[src/rtl/dmem_ctrl.sv]
// Data-memory controller between the core's data port and a single-port
// synchronous SRAM. One access at a time: IDLE issues the SRAM strobe,
// RD_WAIT/WR_WAIT count out the SRAM latency, and DONE releases the core
// for exactly one cycle.
//
// Core handshake: a request (p_MemRead or any p_MemWrite bit) is "valid"
// while held high. It is accepted in IDLE in the same cycle it appears,
// and p_MemWait is high from that cycle until the access completes. The
// DONE cycle, where p_MemWait is low, is the "ready": the core advances
// on the edge that ends DONE. A request seen during DONE is ignored and
// is serviced from IDLE on the following cycle.
module dmem_ctrl #(
    parameter int WIDTH     = 64,
    parameter int ADDR_BITS = 12,
    parameter int RD_LAT    = 2,
    parameter int WR_LAT    = 1
) (
    input  logic                 p_clk,
    input  logic                 p_rst_l,
    input  logic [WIDTH-1:0]     p_MemAddress,
    input  logic                 p_MemRead,
    input  logic [3:0]           p_MemWrite,
    input  logic [WIDTH-1:0]     p_MemDataOut,
    output logic [WIDTH-1:0]     p_MemDataIn,
    output logic                 p_MemWait,
    output logic                 sram_en,
    output logic [3:0]           sram_we,
    output logic [ADDR_BITS-1:0] sram_addr,
    output logic [WIDTH-1:0]     sram_wdata,
    input  logic [WIDTH-1:0]     sram_rdata,
    output logic                 p_err_addr,
    output logic                 p_err_rw,
    output logic [1:0]           dbg_state
);

    typedef enum logic [1:0] {
        IDLE    = 2'd0,
        RD_WAIT = 2'd1,
        WR_WAIT = 2'd2,
        DONE    = 2'd3
    } state_t;

    // Counter preloads: the issue cycle itself is one cycle of latency.
    localparam logic [2:0] RD_CNT = 3'(RD_LAT - 1);
    localparam logic [2:0] WR_CNT = 3'(WR_LAT - 1);

    state_t     state;
    logic [2:0] cnt;

    logic req;
    logic is_wr;
    logic addr_hi;
    logic issue;

    assign req     = p_MemRead | (|p_MemWrite);
    // Any write lane wins over a simultaneous read.
    assign is_wr   = |p_MemWrite;
    // Byte address bits above the SRAM word index must be zero.
    assign addr_hi = (p_MemAddress >> (ADDR_BITS + 3)) != '0;
    // Gated by reset so nothing reaches the SRAM while reset is held.
    assign issue   = p_rst_l && (state == IDLE) && req;

    assign dbg_state = state;

    // Stall the core from the accepting cycle through the last wait cycle.
    assign p_MemWait = p_rst_l && (issue || (state == RD_WAIT) || (state == WR_WAIT));

    // SRAM command: driven straight from the core inputs in the issue cycle, quiet otherwise.
    always_comb begin
        sram_en    = issue;
        sram_we    = 4'h0;
        sram_addr  = '0;
        sram_wdata = '0;
        if (issue) begin
            sram_we    = p_MemWrite;
            sram_addr  = p_MemAddress[ADDR_BITS+2:3];
            sram_wdata = p_MemDataOut;
        end
    end

    // Access sequencing, load-data capture and sticky error flags.
    always_ff @(posedge p_clk) begin
        if (!p_rst_l) begin
            state       <= IDLE;
            cnt         <= 3'd0;
            p_MemDataIn <= '0;
            p_err_addr  <= 1'b0;
            p_err_rw    <= 1'b0;
        end else begin
            case (state)
                IDLE: begin
                    if (req) begin
                        if (is_wr) begin
                            state <= WR_WAIT;
                            cnt   <= WR_CNT;
                        end else begin
                            state <= RD_WAIT;
                            cnt   <= RD_CNT;
                        end
                        if (p_MemRead && is_wr) p_err_rw <= 1'b1;
                        if (addr_hi) p_err_addr <= 1'b1;
                    end
                end
                RD_WAIT: begin
                    if (cnt == 3'd0) begin
                        p_MemDataIn <= sram_rdata;
                        state       <= DONE;
                    end else begin
                        cnt <= cnt - 3'd1;
                    end
                end
                WR_WAIT: begin
                    if (cnt == 3'd0) begin
                        state <= DONE;
                    end else begin
                        cnt <= cnt - 3'd1;
                    end
                end
                DONE: begin
                    state <= IDLE;
                end
                default: begin
                    state <= IDLE;
                end
            endcase
        end
    end

endmodule

[config.mk]
export PLATFORM = sky130hd
export DESIGN_NAME = dmem_ctrl
export DESIGN_NICKNAME = d
export VERILOG_FILES = /design/src/rtl/dmem_ctrl.sv
export SDC_FILE = /design/constraint.sdc
export NUM_CORES = 1
export LEC_CHECK = 0
export ABC_AREA = 0
export CORE_AREA = 2 2 136 138
export CTS_BUF_LIST = sky130_fd_sc_hd__clkbuf_8
export DETAILED_ROUTE_END_ITERATION = 10
export DIE_AREA = 0 0 138 140
export PLACE_DENSITY = 0.59
export REMOVE_ABC_BUFFERS = 1
export SETUP_SLACK_MARGIN = 0.4
export SYNTH_ARGS = -nofsm -noshare
export SYNTH_HDL_FRONTEND = slang
export SYNTH_SLANG_ARGS = --single-unit
[constraint.sdc]
create_clock -name p_clk -period 2.3 [get_ports p_clk]
set_clock_uncertainty 0.1 [all_clocks]
set_input_delay 0.23 -clock p_clk [delete_from_list [all_inputs] [get_ports p_clk]]
set_output_delay 0.23 -clock p_clk [all_outputs]
set_load 0.01 [all_outputs]
==> results_tabular.tex, run 1 <==
\begin{tabular}{lr}
\hline
Metric & Value \\
\hline
\multicolumn{2}{l}{\textbf{Die}} \\
\quad Placement Rows & 49 \\
\quad Placeable core region & 17800 um\^{}2 \\
\quad Effective utilization at floorplan & 0.196 \\
\quad Chip height & 140 um \\
\quad Horizontal extent of the die & 138 um \\
\quad Number of top-level pins & 349 \\
\quad Die area & 19300 um\^{}2 \\
\multicolumn{2}{l}{\textbf{Placed design}} \\
\quad Last weighted congestion value of the routability-driven placer & 0.804 \\
\quad Number of port buffers & 345 \\
\quad Final HPWL from detailed placement & 14100 um \\
\quad Worst setup slack before clock tree synthesis & -0.407 ns \\
\multicolumn{2}{l}{\textbf{Routing}} \\
\quad Total length of routed wires & 19200 um \\
\quad Total iterations of the first detailed-routing run & 4 \\
\quad Vias/cell & 4.42 \\
\quad Initial DRC Count & 176 \\
\quad Total number of vias & 4693 \\
\quad Routed Antenna Nets & 0 \\
\quad Post-detailed-route wirelength per cell & 18.1 um \\
\quad DRC violations left & 0 \\
\multicolumn{2}{l}{\textbf{STA}} \\
\quad Maximum clock frequency & 455 MHz \\
\quad Max-slew headroom at the worst pin & 0.736 \\
\quad Final setup slack of the worst path & 0.102 ns \\
\quad Unrepaired setup endpoints after global routing & yes \\
\quad Fin. max-slew vios & 0 \\
\quad Final critical delay including setup and external delays & 2.20 ns \\
\quad Final Hold Vio Count & 0 \\
\quad Final-layout setup total negative slack & 0 ns \\
\quad Worst hold margin & 0.251 ns \\
\quad Fin crit share & 0.956 \\
\quad Number of setup violations in the final report & 0 \\
\quad Transition time at the pin with the least slew margin & 0.397 ns \\
\multicolumn{2}{l}{\textbf{Worst setup path}} \\
\quad Crit path DAT & 1.87 ns \\
\quad Slowest CP cell & sky130\_fd\_sc\_hd\_\_or4\_4 \\
\quad Largest stage delay on the critical path & 0.56 ns \\
\quad Worst-path maximum fanout & 6 \\
\quad Worst Setup Start Kind & primary input \\
\quad Critical Path RT & 1.97 ns \\
\quad Kind of end point of the critical path & primary output \\
\quad Cell chain of the critical path & buf\_6 > or4\_4 > o21a\_4 > buf\_12 > buf\_16 > buf\_12 > and3\_4 > buf\_6 \\
\quad Kind of critical path & in2out \\
\multicolumn{2}{l}{\textbf{Synthesis}} \\
\quad Number of flip-flops and latches in the synthesized netlist & 71 \\
\quad Cell area after technology mapping & 3490 um\^{}2 \\
\quad Count of synthesis-stage warnings from yosys & 0 \\
\quad Syn avg cell area & 7.66 um\^{}2 \\
\quad Post-Synthesis Cells & 456 \\
\quad Sequential fraction of the synthesis area & 0.407 \\
\quad Distinct cell type count of the synthesized netlist & 35 \\
\multicolumn{2}{l}{\textbf{GRT}} \\
\quad Initial antenna violation count & 3 \\
\quad GR Overflow Total & 0 \\
\quad Maximum number of pins on one net before global-route repair & 96 \\
\quad Total GRT Usage & 0.192 \\
\quad Number of global-route vias before repair & 4565 \\
\quad First-pass GRT wire length & 28300 um \\
\multicolumn{2}{l}{\textbf{Finish}} \\
\quad Final nets & 1033 \\
\quad Layout overhead on the synthesized area & 137\% \\
\quad Layout cell share with drive strength beyond 1 & 0.268 \\
\multicolumn{2}{l}{\textbf{Power and ir drop}} \\
\quad Leakage power & 3.28 nW \\
\quad Power Total & 0.00775 W \\
\quad Max VDD drop & 0.623 mV \\
\quad Power density normalized to cell area & 937 nW/um\^{}2 \\
\multicolumn{2}{l}{\textbf{Clock tree}} \\
\quad Clk Latency, worst-skew pair & 0.36 ns \\
\quad Longest Clk Path Bufs & 2 \\
\quad H-tree Lvls & 3 \\
\quad Clk pin slew, worst setup/hold paths & 0.07 ns \\
\quad Clock net sink count & 71 \\
\quad Buffer type at the clock tree root & sky130\_fd\_sc\_hd\_\_clkbuf\_8 \\
\quad Clock tree from TritonCTS & built \\
\quad Inserted Clock Buffers & 9 \\
\multicolumn{2}{l}{\textbf{Worst hold path}} \\
\quad Tightest Hold Check Type & in2reg \\
\multicolumn{2}{l}{\textbf{Status}} \\
\quad Outcome & complete, no violations \\
\multicolumn{2}{l}{\textbf{Job}} \\
\quad Number of max-cap violations & 0 \\
\hline
\end{tabular}
-- final cells by class --
cell class | instances | area, um^2
inverters | 7 | 26.3
fillers | 1746 | 9510
clock buffers | 10 | 138
multi-input cells | 338 | 2160
clock inverters | 5 | 73.8
well taps | 229 | 287
repair buffers | 401 | 4160
flip-flops and latches | 71 | 1420
diodes | 1 | 2.50
-- cells by family (layout without fill, tap and decap cells) --
kind of cell,count (synthesis),after routing,share of synthesized area
adders and majority gates,6,6,0.0215
AOI/OAI and AO/OA,81,82,0.159
DFF,71,71,0.407
xor gates and xnor gates,1,1,0.00251
buffers and inverters,48,423,0.0606
other,0,1,0
and+or+nand+nor,247,247,0.343
muxes,2,2,0.00573
-- stage by stage --
step,utilization,cells,cell area (um^2)
6_report,0.465,1062,8270
5_1_grt,0.465,1061,8270
4_1_cts,0.452,1053,8030
3_5_place_dp,0.411,1011,7300
3_3_place_gp,0.411,1011,7300
2_1_floorplan,-,415,3310
-- sequential cells by signal (all words and copies together) (netlist names) --
register,cells
cnt,3
dbg_state,2
p_MemDataIn,64
p_err_addr,1
p_err_rw,1
-- Yosys cell counts --
cell type / count / area, um^2
sky130_fd_sc_hd__a21boi_1: 8 / 60.1
sky130_fd_sc_hd__xnor2_1: 1 / 8.76
sky130_fd_sc_hd__nand3b_1: 1 / 7.51
sky130_fd_sc_hd__o21a_1: 1 / 7.51
sky130_fd_sc_hd__a311oi_1: 1 / 8.76
sky130_fd_sc_hd__mux2i_1: 2 / 20.0
sky130_fd_sc_hd__nor2_2: 1 / 6.26
sky130_fd_sc_hd__or2_2: 1 / 6.26
sky130_fd_sc_hd__nand4_1: 2 / 12.5
sky130_fd_sc_hd__inv_1: 7 / 26.3
sky130_fd_sc_hd__and3_1: 80 / 500
sky130_fd_sc_hd__o21a_4: 1 / 15.0
sky130_fd_sc_hd__dfxtp_1: 71 / 1420
sky130_fd_sc_hd__o2111ai_1: 1 / 8.76
sky130_fd_sc_hd__a221o_1: 1 / 10.0
sky130_fd_sc_hd__ha_1: 6 / 75.1
sky130_fd_sc_hd__a21oi_1: 21 / 105
sky130_fd_sc_hd__a22oi_1: 1 / 7.51
sky130_fd_sc_hd__nor2_1: 6 / 22.5
sky130_fd_sc_hd__nand3_1: 1 / 5.00
sky130_fd_sc_hd__nand2b_1: 2 / 12.5
sky130_fd_sc_hd__a31oi_1: 1 / 6.26
sky130_fd_sc_hd__nor4_1: 13 / 81.3
sky130_fd_sc_hd__a21boi_0: 39 / 293
sky130_fd_sc_hd__nor3_1: 2 / 10.0
sky130_fd_sc_hd__buf_2: 7 / 35.0
sky130_fd_sc_hd__o21ai_0: 4 / 20.0
sky130_fd_sc_hd__or4_1: 1 / 7.51
sky130_fd_sc_hd__or4_4: 1 / 11.3
sky130_fd_sc_hd__buf_6: 3 / 33.8
sky130_fd_sc_hd__clkbuf_1: 31 / 116
sky130_fd_sc_hd__a2111oi_0: 1 / 8.76
sky130_fd_sc_hd__o22ai_1: 1 / 6.26
sky130_fd_sc_hd__nor2b_1: 2 / 12.5
sky130_fd_sc_hd__nand2_1: 134 / 503
-- what timing repair did --
action	CTS	global route
buffers inserted	18	7
resized for setup	449	56
hold buffers	0	0
gates cloned	9	1
setup endpoints to repair	82	135
pin swaps	32	18
-- layer usage --
| layer | GRT usage | routed length [um] | vias to the layer above |
|---|---|---|---|
| met5 | 0 | 27 | - |
| met4 | 0.0773 | 531 | 4 |
| met3 | 0.0564 | 1340 | 28 |
| met2 | 0.322 | 9220 | 219 |
| met1 | 0.232 | 8050 | 2147 |
| li1 | - | - | 2295 |
-- cells in the final DEF (no fill, tap or decap), types with 13 or more instances in the layout --
cell                                n
sky130_fd_sc_hd__a21boi_0          39
sky130_fd_sc_hd__a21oi_1           21
sky130_fd_sc_hd__and3_1            27
sky130_fd_sc_hd__and3_4            53
sky130_fd_sc_hd__buf_12            13
sky130_fd_sc_hd__buf_2             26
sky130_fd_sc_hd__buf_4             20
sky130_fd_sc_hd__buf_6             71
sky130_fd_sc_hd__clkdlybuf4s50_1  258
sky130_fd_sc_hd__dfxtp_1           69
sky130_fd_sc_hd__nand2_1          134
sky130_fd_sc_hd__nor4_1            13
-- path summary, 6_finish.rpt --
path / cells past startpoint / start / to / slack (ns)
worst max register to register: 8 / dbg_state[0]$_SDFFE_PN0P_ / dbg_state[0]$_SDFFE_PN0P_ / 0.53
worst min-delay path: 3 / p_rst_l / cnt[2]$_SDFFE_PN0P_ / 0.25
worst min register to register: 2 / p_MemDataIn[57]$_SDFFE_PN0P_ / p_MemDataIn[57]$_SDFFE_PN0P_ / 0.35
worst max-delay path: 8 / p_MemWrite[1] / sram_wdata[30] / 0.10
-- worst max-delay path: cells and delay by family --
kind / cells / cell delay, ns
simple gates: 2 / 0.73
compound gates: 1 / 0.30
buf+inv: 5 / 0.59
-- power breakdown --
part / total [W] / switching (W) / internal, W
logic: 0.00513 / 0.00208 / 0.00305
clock network: 0.00109 / 0.000467 / 0.000627
registers: 0.00152 / 0.0000962 / 0.00142
total: 0.00775 / 0.00265 / 0.00510
Note: power is estimated with default switching activity, not from simulation.
==> run 2, diff against run 1 <==
--- a/constraint.sdc
+++ b/constraint.sdc
@@ -4,2 +4,2 @@
 set_output_delay 0.23 -clock p_clk [all_outputs]
-set_load 0.01 [all_outputs]
+set_load 0.1 [all_outputs]
==> run 2 against run 1 <==
Effect of this change:
- register-to-register slack hardly changed
- total power is 43% higher
- cell count is 2.2% lower
- critical endpoint is now sram_wdata[31]
- largest cell class unchanged
==> results_tabular.tex, run 2 (synthesis results as in run 1) <==
\begin{tabular}{lr}
\hline
Metric & Value \\
\hline
\multicolumn{2}{l}{\textbf{Finish}} \\
\quad Final nets & 1010 (-2.2\%) \\
\quad Register area & 1430 um\^{}2 (+0.18\%) \\
\quad Layout cell share with drive strength beyond 1 & 0.360 (+0.0917) \\
\quad Top library cells by usage in the layout, fill and taps aside & sky130\_fd\_sc\_hd\_\_clkdlybuf4s50\_1 (190), sky130\_fd\_sc\_hd\_\_nand2\_1 (134), sky130\_fd\_sc\_hd\_\_buf\_12 (91) \\
\quad Flip-flop count of the largest register after layout & 64 (unchanged) \\
\quad Multi-input logic area & 2300 um\^{}2 (+6.1\%) \\
\quad Most common library cell in the layout ignoring fill and taps & sky130\_fd\_sc\_hd\_\_clkdlybuf4s50\_1 \\
\quad Layout overhead on the synthesized area & 152\% \\
\quad Number of fill cells in the layout & 1653 (-5.3\%) \\
\quad Register containing the most flip-flops in the final layout & p\_MemDataIn \\
\multicolumn{2}{l}{\textbf{Clock tree}} \\
\quad Clk pin slew, worst setup/hold paths & 0.07 ns (about the same) \\
\quad Inserted Clock Buffers & 9 (unchanged) \\
\quad Clk Latency, worst-skew pair & 0.36 ns (about the same) \\
\quad H-tree Lvls & 3 (unchanged) \\
\quad Clock net sink count & 71 (unchanged) \\
\quad Clock tree from TritonCTS & built \\
\quad Buffer type at the clock tree root & sky130\_fd\_sc\_hd\_\_clkbuf\_8 \\
\quad Longest Clk Path Bufs & 2 (unchanged) \\
\multicolumn{2}{l}{\textbf{STA}} \\
\quad Max-slew headroom at the worst pin & 0.722 (-0.0137) \\
\quad Maximum clock frequency & 475 MHz (+4.3\%) \\
\quad Fin. max-slew vios & 0 (unchanged) \\
\quad Final setup slack of the worst path & 0.193 ns (+0.0914 ns) \\
\quad Final critical delay including setup and external delays & 2.11 ns (-0.0914 ns) \\
\quad Number of setup violations in the final report & 0 (unchanged) \\
\quad Unrepaired setup endpoints after global routing & yes \\
\quad Fin crit share & 0.916 (-0.0397) \\
\quad Final Hold Vio Count & 0 (unchanged) \\
\quad Transition time at the pin with the least slew margin & 0.407 ns (+0.0101 ns) \\
\multicolumn{2}{l}{\textbf{GRT}} \\
\quad First-pass GRT wire length & 27000 um (-4.6\%) \\
\quad Total GRT Usage & 0.181 (-0.0114) \\
\quad GR Overflow Total & 0 (unchanged) \\
\quad Number of global-route vias before repair & 4575 (+0.22\%) \\
\quad Initial antenna violation count & 2 (-1) \\
\quad Maximum number of pins on one net before global-route repair & 65 (-32\%) \\
\multicolumn{2}{l}{\textbf{Die}} \\
\quad Horizontal extent of the die & 138 um (unchanged) \\
\quad Chip height & 140 um (unchanged) \\
\quad Placeable core region & 17800 um\^{}2 (unchanged) \\
\quad Number of top-level pins & 349 (unchanged) \\
\quad Die area & 19300 um\^{}2 (unchanged) \\
\quad Effective utilization at floorplan & 0.196 (unchanged) \\
\quad Placement Rows & 49 (unchanged) \\
\multicolumn{2}{l}{\textbf{Routing}} \\
\quad Post-detailed-route wirelength per cell & 17.6 um (-2.6\%) \\
\quad Total iterations of the first detailed-routing run & 4 (unchanged) \\
\quad DRC violations left & 0 (unchanged) \\
\quad Routed Antenna Nets & 0 (unchanged) \\
\quad Met2 layer wire length in the routed design & 9010 um (-2.3\%) \\
\quad Total length of routed wires & 18300 um (-4.7\%) \\
\quad Total number of vias & 4567 (-2.7\%) \\
\quad Metal-1 WL & 7250 um (-10\%) \\
\quad Vias/cell & 4.40 (-0.53\%) \\
\quad Highest routed metal layer & met5 \\
\quad Initial DRC Count & 144 (-18\%) \\
\quad Total length of routed met3 wires & 1510 um (+13\%) \\
\multicolumn{2}{l}{\textbf{Power and ir drop}} \\
\quad Power density normalized to cell area & 1260 nW/um\^{}2 (+34\%) \\
\quad Max VDD drop & 0.894 mV (+44\%) \\
\quad Leakage power & 3.45 nW (+5.0\%) \\
\quad Power Total & 0.0111 W (+43\%) \\
\multicolumn{2}{l}{\textbf{Placed design}} \\
\quad Final HPWL from detailed placement & 14200 um (+1.0\%) \\
\quad Worst setup slack before clock tree synthesis & -0.120 ns (+0.287 ns) \\
\quad Number of port buffers & 345 (unchanged) \\
\quad Last weighted congestion value of the routability-driven placer & 0.852 (+5.9\%) \\
\multicolumn{2}{l}{\textbf{Worst setup path}} \\
\quad Critical Path RT & 1.97 ns (about the same) \\
\quad Kind of critical path & in2out \\
\quad Start point of the critical path & p\_MemWrite[2] \\
\quad Reg-to-Reg Start & dbg\_state[0]\$\_SDFFE\_PN0P\_ \\
\quad Critical R2R Capture & dbg\_state[0]\$\_SDFFE\_PN0P\_ \\
\quad Kind of end point of the critical path & primary output \\
\quad Number of cells traversed by the worst register-to-register path & 8 (unchanged) \\
\quad Critical Path Sink & sram\_wdata[31] \\
\quad Worst-path maximum fanout & 19 (+13) \\
\quad Worst Setup Start Kind & primary input \\
\quad Crit path DAT & 1.78 ns (-0.09 ns) \\
\quad Minimum setup slack among reg-to-reg paths & 0.52 ns (about the same) \\
\multicolumn{2}{l}{\textbf{Worst hold path}} \\
\quad Tightest Hold Check Type & in2reg \\
\quad Min-Delay Startpoint & p\_rst\_l \\
\multicolumn{2}{l}{\textbf{Job}} \\
\quad Number of max-cap violations & 0 (unchanged) \\
\multicolumn{2}{l}{\textbf{Status}} \\
\quad Outcome & complete, no violations \\
\hline
\end{tabular}
run 2: worst min-delay path by stage:
stage	endpoint	cells past startpoint
after floorplan	cnt[2]$_SDFFE_PN0P_	1
after global placement	p_MemDataIn[11]$_SDFFE_PN0P_	2
after detailed placement	p_MemDataIn[32]$_SDFFE_PN0P_	2
after CTS	cnt[2]$_SDFFE_PN0P_	2
after global routing	p_MemDataIn[26]$_SDFFE_PN0P_	2
final	cnt[2]$_SDFFE_PN0P_	2
run 2: final cells by class:
| cell class | count | area share |
|---|---|---|
| timing repair buffer | 378 | 0.516 |
| multi-input combinational | 338 | 0.261 |
| sequential | 71 | 0.162 |
| tap | 229 | 0.0326 |
| clock buffer | 10 | 0.0157 |
| clock inverter | 5 | 0.00840 |
| inverter | 7 | 0.00327 |
| antenna | 1 | 0.000285 |
run 2: worst max-delay path: stages:
cell and delay [ns]:
sky130_fd_sc_hd__buf_2 0.11, sky130_fd_sc_hd__or4_4 0.52, sky130_fd_sc_hd__o21a_4 0.26, sky130_fd_sc_hd__buf_12 0.15, sky130_fd_sc_hd__buf_12 0.15, sky130_fd_sc_hd__and3_4 0.19
sky130_fd_sc_hd__buf_12 0.16
run 2: through the flow:
| step | instances | utilization | area [um^2] | hold slack, ns | setup TNS, ns |
|---|---|---|---|---|---|
| after CTS | 1036 | 0.488 | 8670 | 0.183 | 0 |
| after detailed placement | 1008 | 0.446 | 7930 | 0.347 | -6.28 |
| after floorplan | 415 | - | 3310 | 0.248 | -81.33 |
| final | 1039 | 0.494 | 8790 | 0.213 | 0 |
| after global placement | 1008 | 0.446 | 7930 | 0.342 | -3.77 |
| after global routing | 1038 | 0.494 | 8790 | 0.231 | 0 |
run 2: where the power goes:
group | internal, W | total [W] | leakage, nW | switching (W)
logic | 0.00312 | 0.00843 | 2.76 | 0.00531
clock network | 0.000627 | 0.00110 | 0.113 | 0.000469
registers | 0.00143 | 0.00153 | 0.577 | 0.000104
run 2: what timing repair did:
item / CTS / global route
cloned: 4 / 1
buffers inserted: 9 / 1
pin swaps: 16 / 0
hold buffers: 0 / 0
endpoints found under the setup margin: 90 / 92
resized for setup: 99 / 17
run 2: layer usage:
layer / track usage / up-vias
met3: 0.0650 / 25
met1: 0.207 / 2073
met2: 0.310 / 215
met4: 0.0677 / 2
met5: 0 / -
li1: - / 2252
==> run 3, diff against run 2 <==
- REMOVE_ABC_BUFFERS: 1 -> default
==> run 3 against run 2 <==
Effect of this change:
- fmax down 2.7%
- setup slack worse by 0.058 ns
- flip-flop and latch count unchanged
- combinational power up 5.1%
- non-clock buffer count up 7
- clock power down 9%
- critical path type unchanged
- first-iteration DRC count down 25%
- highest routed layer unchanged
- register-to-register slack worse by 0.02 ns
- global-route usage up 0.42 points
- design area up 1.7%
- hold slack better by 0.081 ns
==> results_tabular.tex, run 3 (synthesis results as in run 1) <==
\begin{tabular}{lr}
\hline
Metric & Value \\
\hline
\multicolumn{2}{l}{\textbf{Status}} \\
\quad Outcome & complete, no violations \\
\multicolumn{2}{l}{\textbf{Power and ir drop}} \\
\quad Power density normalized to cell area & 1270 nW/um\^{}2 (+1.2\%) \\
\quad Proportion of power drawn by flip-flops and latches & 0.135 (-0.003) \\
\quad Clock share of power & 0.088 (-0.011) \\
\quad Leakage power & 3.51 nW (+1.7\%) \\
\quad Cell-internal power & 0.00537 W (+3.7\%) \\
\quad Psw & 0.00603 W (+2.3\%) \\
\quad Max VDD drop & 0.634 mV (-29\%) \\
\quad Switching Fraction & 0.529 (-0.00323) \\
\quad Part of the total power dissipated in combinational logic & 0.777 (+0.015) \\
\multicolumn{2}{l}{\textbf{Placed design}} \\
\quad Final HPWL from detailed placement & 14300 um (+0.78\%) \\
\quad Number of port buffers & 345 (unchanged) \\
\quad Worst setup slack before clock tree synthesis & -0.138 ns (-0.0184 ns) \\
\quad Last weighted congestion value of the routability-driven placer & 0.794 (-6.8\%) \\
\multicolumn{2}{l}{\textbf{Job}} \\
\quad Number of max-cap violations & 0 (unchanged) \\
\multicolumn{2}{l}{\textbf{Routing}} \\
\quad Initial DRC Count & 108 (-25\%) \\
\quad Routed Antenna Nets & 0 (unchanged) \\
\quad Total length of routed wires & 18500 um (+1.3\%) \\
\quad DRC violations left & 0 (unchanged) \\
\quad Total number of vias & 4513 (-1.2\%) \\
\quad Post-detailed-route wirelength per cell & 17.7 um (+0.67\%) \\
\quad Total iterations of the first detailed-routing run & 4 (unchanged) \\
\quad Vias/cell & 4.31 (-1.8\%) \\
\multicolumn{2}{l}{\textbf{Finish}} \\
\quad Register containing the most flip-flops in the final layout & p\_MemDataIn \\
\quad Register area & 1430 um\^{}2 (+0.18\%) \\
\quad Multi-input logic area & 2290 um\^{}2 (about the same) \\
\quad Layout cell share with drive strength beyond 1 & 0.370 (+0.0104) \\
\quad Final core utilization & 0.503 (+0.00859) \\
\quad Most common library cell in the layout ignoring fill and taps & sky130\_fd\_sc\_hd\_\_clkdlybuf4s50\_1 \\
\quad Number of fill cells in the layout & 1657 (+0.24\%) \\
\quad Flip-flop count of the largest register after layout & 64 (unchanged) \\
\quad Layout overhead on the synthesized area & 156\% \\
\quad Final nets & 1016 (+0.59\%) \\
\quad Top library cells by usage in the layout, fill and taps aside & sky130\_fd\_sc\_hd\_\_clkdlybuf4s50\_1 (190), sky130\_fd\_sc\_hd\_\_nand2\_1 (134), sky130\_fd\_sc\_hd\_\_buf\_12 (92) \\
\multicolumn{2}{l}{\textbf{STA}} \\
\quad Fin. max-slew vios & 0 (unchanged) \\
\quad Unrepaired setup endpoints after global routing & yes \\
\quad Maximum clock frequency & 462 MHz (-2.7\%) \\
\quad Fin crit share & 0.941 (+0.0250) \\
\quad Max-slew headroom at the worst pin & 0.692 (-0.0296) \\
\quad Final setup slack of the worst path & 0.136 ns (-0.0575 ns) \\
\quad Transition time at the pin with the least slew margin & 0.457 ns (+0.0506 ns) \\
\quad Final Hold Vio Count & 0 (unchanged) \\
\quad Final critical delay including setup and external delays & 2.16 ns (+0.0575 ns) \\
\quad Number of setup violations in the final report & 0 (unchanged) \\
\multicolumn{2}{l}{\textbf{Clock tree}} \\
\quad Hold-fix buffers at CTS & 0 (unchanged) \\
\quad Clock net sink count & 71 (unchanged) \\
\quad Longest Clk Path Bufs & 2 (unchanged) \\
\quad Clk Latency, worst-skew pair & 0.34 ns (-0.02 ns) \\
\quad Clock tree from TritonCTS & built \\
\quad Buffer type at the clock tree root & sky130\_fd\_sc\_hd\_\_clkbuf\_8 \\
\quad Inserted Clock Buffers & 9 (unchanged) \\
\quad H-tree Lvls & 3 (unchanged) \\
\quad Clk pin slew, worst setup/hold paths & 0.08 ns (about the same) \\
\multicolumn{2}{l}{\textbf{Worst setup path}} \\
\quad Worst-path maximum fanout & 6 (-13) \\
\quad WP buf/inv & 5 (+1) \\
\quad Cell chain of the critical path & buf\_6 > or4\_4 > o21a\_4 > buf\_12 > buf\_12 > clkbuf\_16 > and3\_4 > buf\_12 \\
\quad Cell type group with the largest total delay on the critical path & simple AND/OR/NAND/NOR gates \\
\quad Crit path DAT & 1.83 ns (+0.05 ns) \\
\quad Slowest CP cell & sky130\_fd\_sc\_hd\_\_or4\_4 \\
\quad Worst Setup Start Kind & primary input \\
\quad Critical Path RT & 1.97 ns (about the same) \\
\quad Crit path top cell by count & sky130\_fd\_sc\_hd\_\_buf\_12 \\
\quad Kind of end point of the critical path & primary output \\
\quad Largest stage delay on the critical path & 0.53 ns (about the same) \\
\quad Kind of critical path & in2out \\
\multicolumn{2}{l}{\textbf{Die}} \\
\quad Die area & 19300 um\^{}2 (unchanged) \\
\quad Number of top-level pins & 349 (unchanged) \\
\quad Effective utilization at floorplan & 0.196 (unchanged) \\
\quad Horizontal extent of the die & 138 um (unchanged) \\
\quad Placement Rows & 49 (unchanged) \\
\quad Chip height & 140 um (unchanged) \\
\quad Placeable core region & 17800 um\^{}2 (unchanged) \\
\multicolumn{2}{l}{\textbf{GRT}} \\
\quad GR Overflow Total & 0 (unchanged) \\
\quad Total GRT Usage & 0.185 (+0.00422) \\
\quad Maximum number of pins on one net before global-route repair & 84 (+29\%) \\
\quad First-pass GRT wire length & 27500 um (+1.9\%) \\
\quad Number of global-route vias before repair & 4544 (-0.68\%) \\
\quad Initial antenna violation count & 2 (unchanged) \\
\multicolumn{2}{l}{\textbf{Synthesis}} \\
\quad Syn nets & 661 \\
\multicolumn{2}{l}{\textbf{Worst hold path}} \\
\quad Tightest Hold Check Type & in2reg \\
\hline
\end{tabular}
-- run 3: worst register-to-register path: cells and delay by family, from the launching register on --
family | cells | cell delay (ns)
flops | 1 | 0.37
buf+inv | 3 | 0.45
simple gates | 2 | 0.48
compound gates | 1 | 0.06
fa+ha+maj | 1 | 0.22
-- run 3: per-stage QoR --
step           cells  hold WS, ns  cell area (um^2)  TNS, ns  power, W
6_report        1046        0.294              8940        0    0.0114
5_1_grt         1045        0.274              8940        0    0.0118
4_1_cts         1041        0.278              8850        0    0.0114
3_5_place_dp    1010        0.347              8340    -7.59   0.00936
3_3_place_gp    1010        0.341              8340    -7.03   0.00934
2_1_floorplan    456        0.265              3930        0   0.00679
-- run 3: routing by layer --
layer  GRT usage  vias to the layer above  share of wire
met5           0                        -        0.00070
li1            -                     2265              -
met2       0.338                      197           0.52
met3      0.0595                       18          0.074
met4      0.0365                        2          0.012
met1       0.212                     2031           0.40
-- run 3: worst paths after layout --
path                                              startpoint                      endpoint  slack, ns  cells past startpoint
worst max register to register     dbg_state[0]$_SDFFE_PN0P_   p_MemDataIn[6]$_SDFFE_PN0P_       0.50                      7
worst max-delay path                           p_MemWrite[3]                sram_wdata[26]       0.14                      8
worst min-delay path                           p_MemWrite[3]         p_err_rw$_SDFFE_PN0P_       0.29                      5
worst min register to register  p_MemDataIn[59]$_SDFFE_PN0P_  p_MemDataIn[59]$_SDFFE_PN0P_       0.35                      2
-- run 3: timing repair --
item | in CTS | in global routing
cloned | 6 | 2
gates resized for setup | 34 | 3
setup endpoints to repair | 80 | 133
hold endpoints to repair | 0 | 0
setup buffers | 9 | 2
pin swaps | 21 | 12
-- run 3: power groups by stage --
| stage | registers [W] | clock network (W) | logic, W |
|---|---|---|---|
| after global placement | 0.00156 | 0 | 0.00778 |
| final | 0.00153 | 0.00100 | 0.00886 |
| after floorplan | 0.00279 | 0 | 0.00400 |
| after global routing | 0.00156 | 0.00111 | 0.00917 |
| after CTS | 0.00154 | 0.00105 | 0.00878 |
| after detailed placement | 0.00157 | 0 | 0.00780 |
-- run 3: area by class of cell --
class,instances,area share
well taps,229,0.0320
diodes,1,0.000280
flip-flops and latches,71,0.160
clock buffers,9,0.0139
inverters,7,0.00350
multi-input cells,337,0.257
clock inverters,7,0.00826
repair buffers,385,0.526
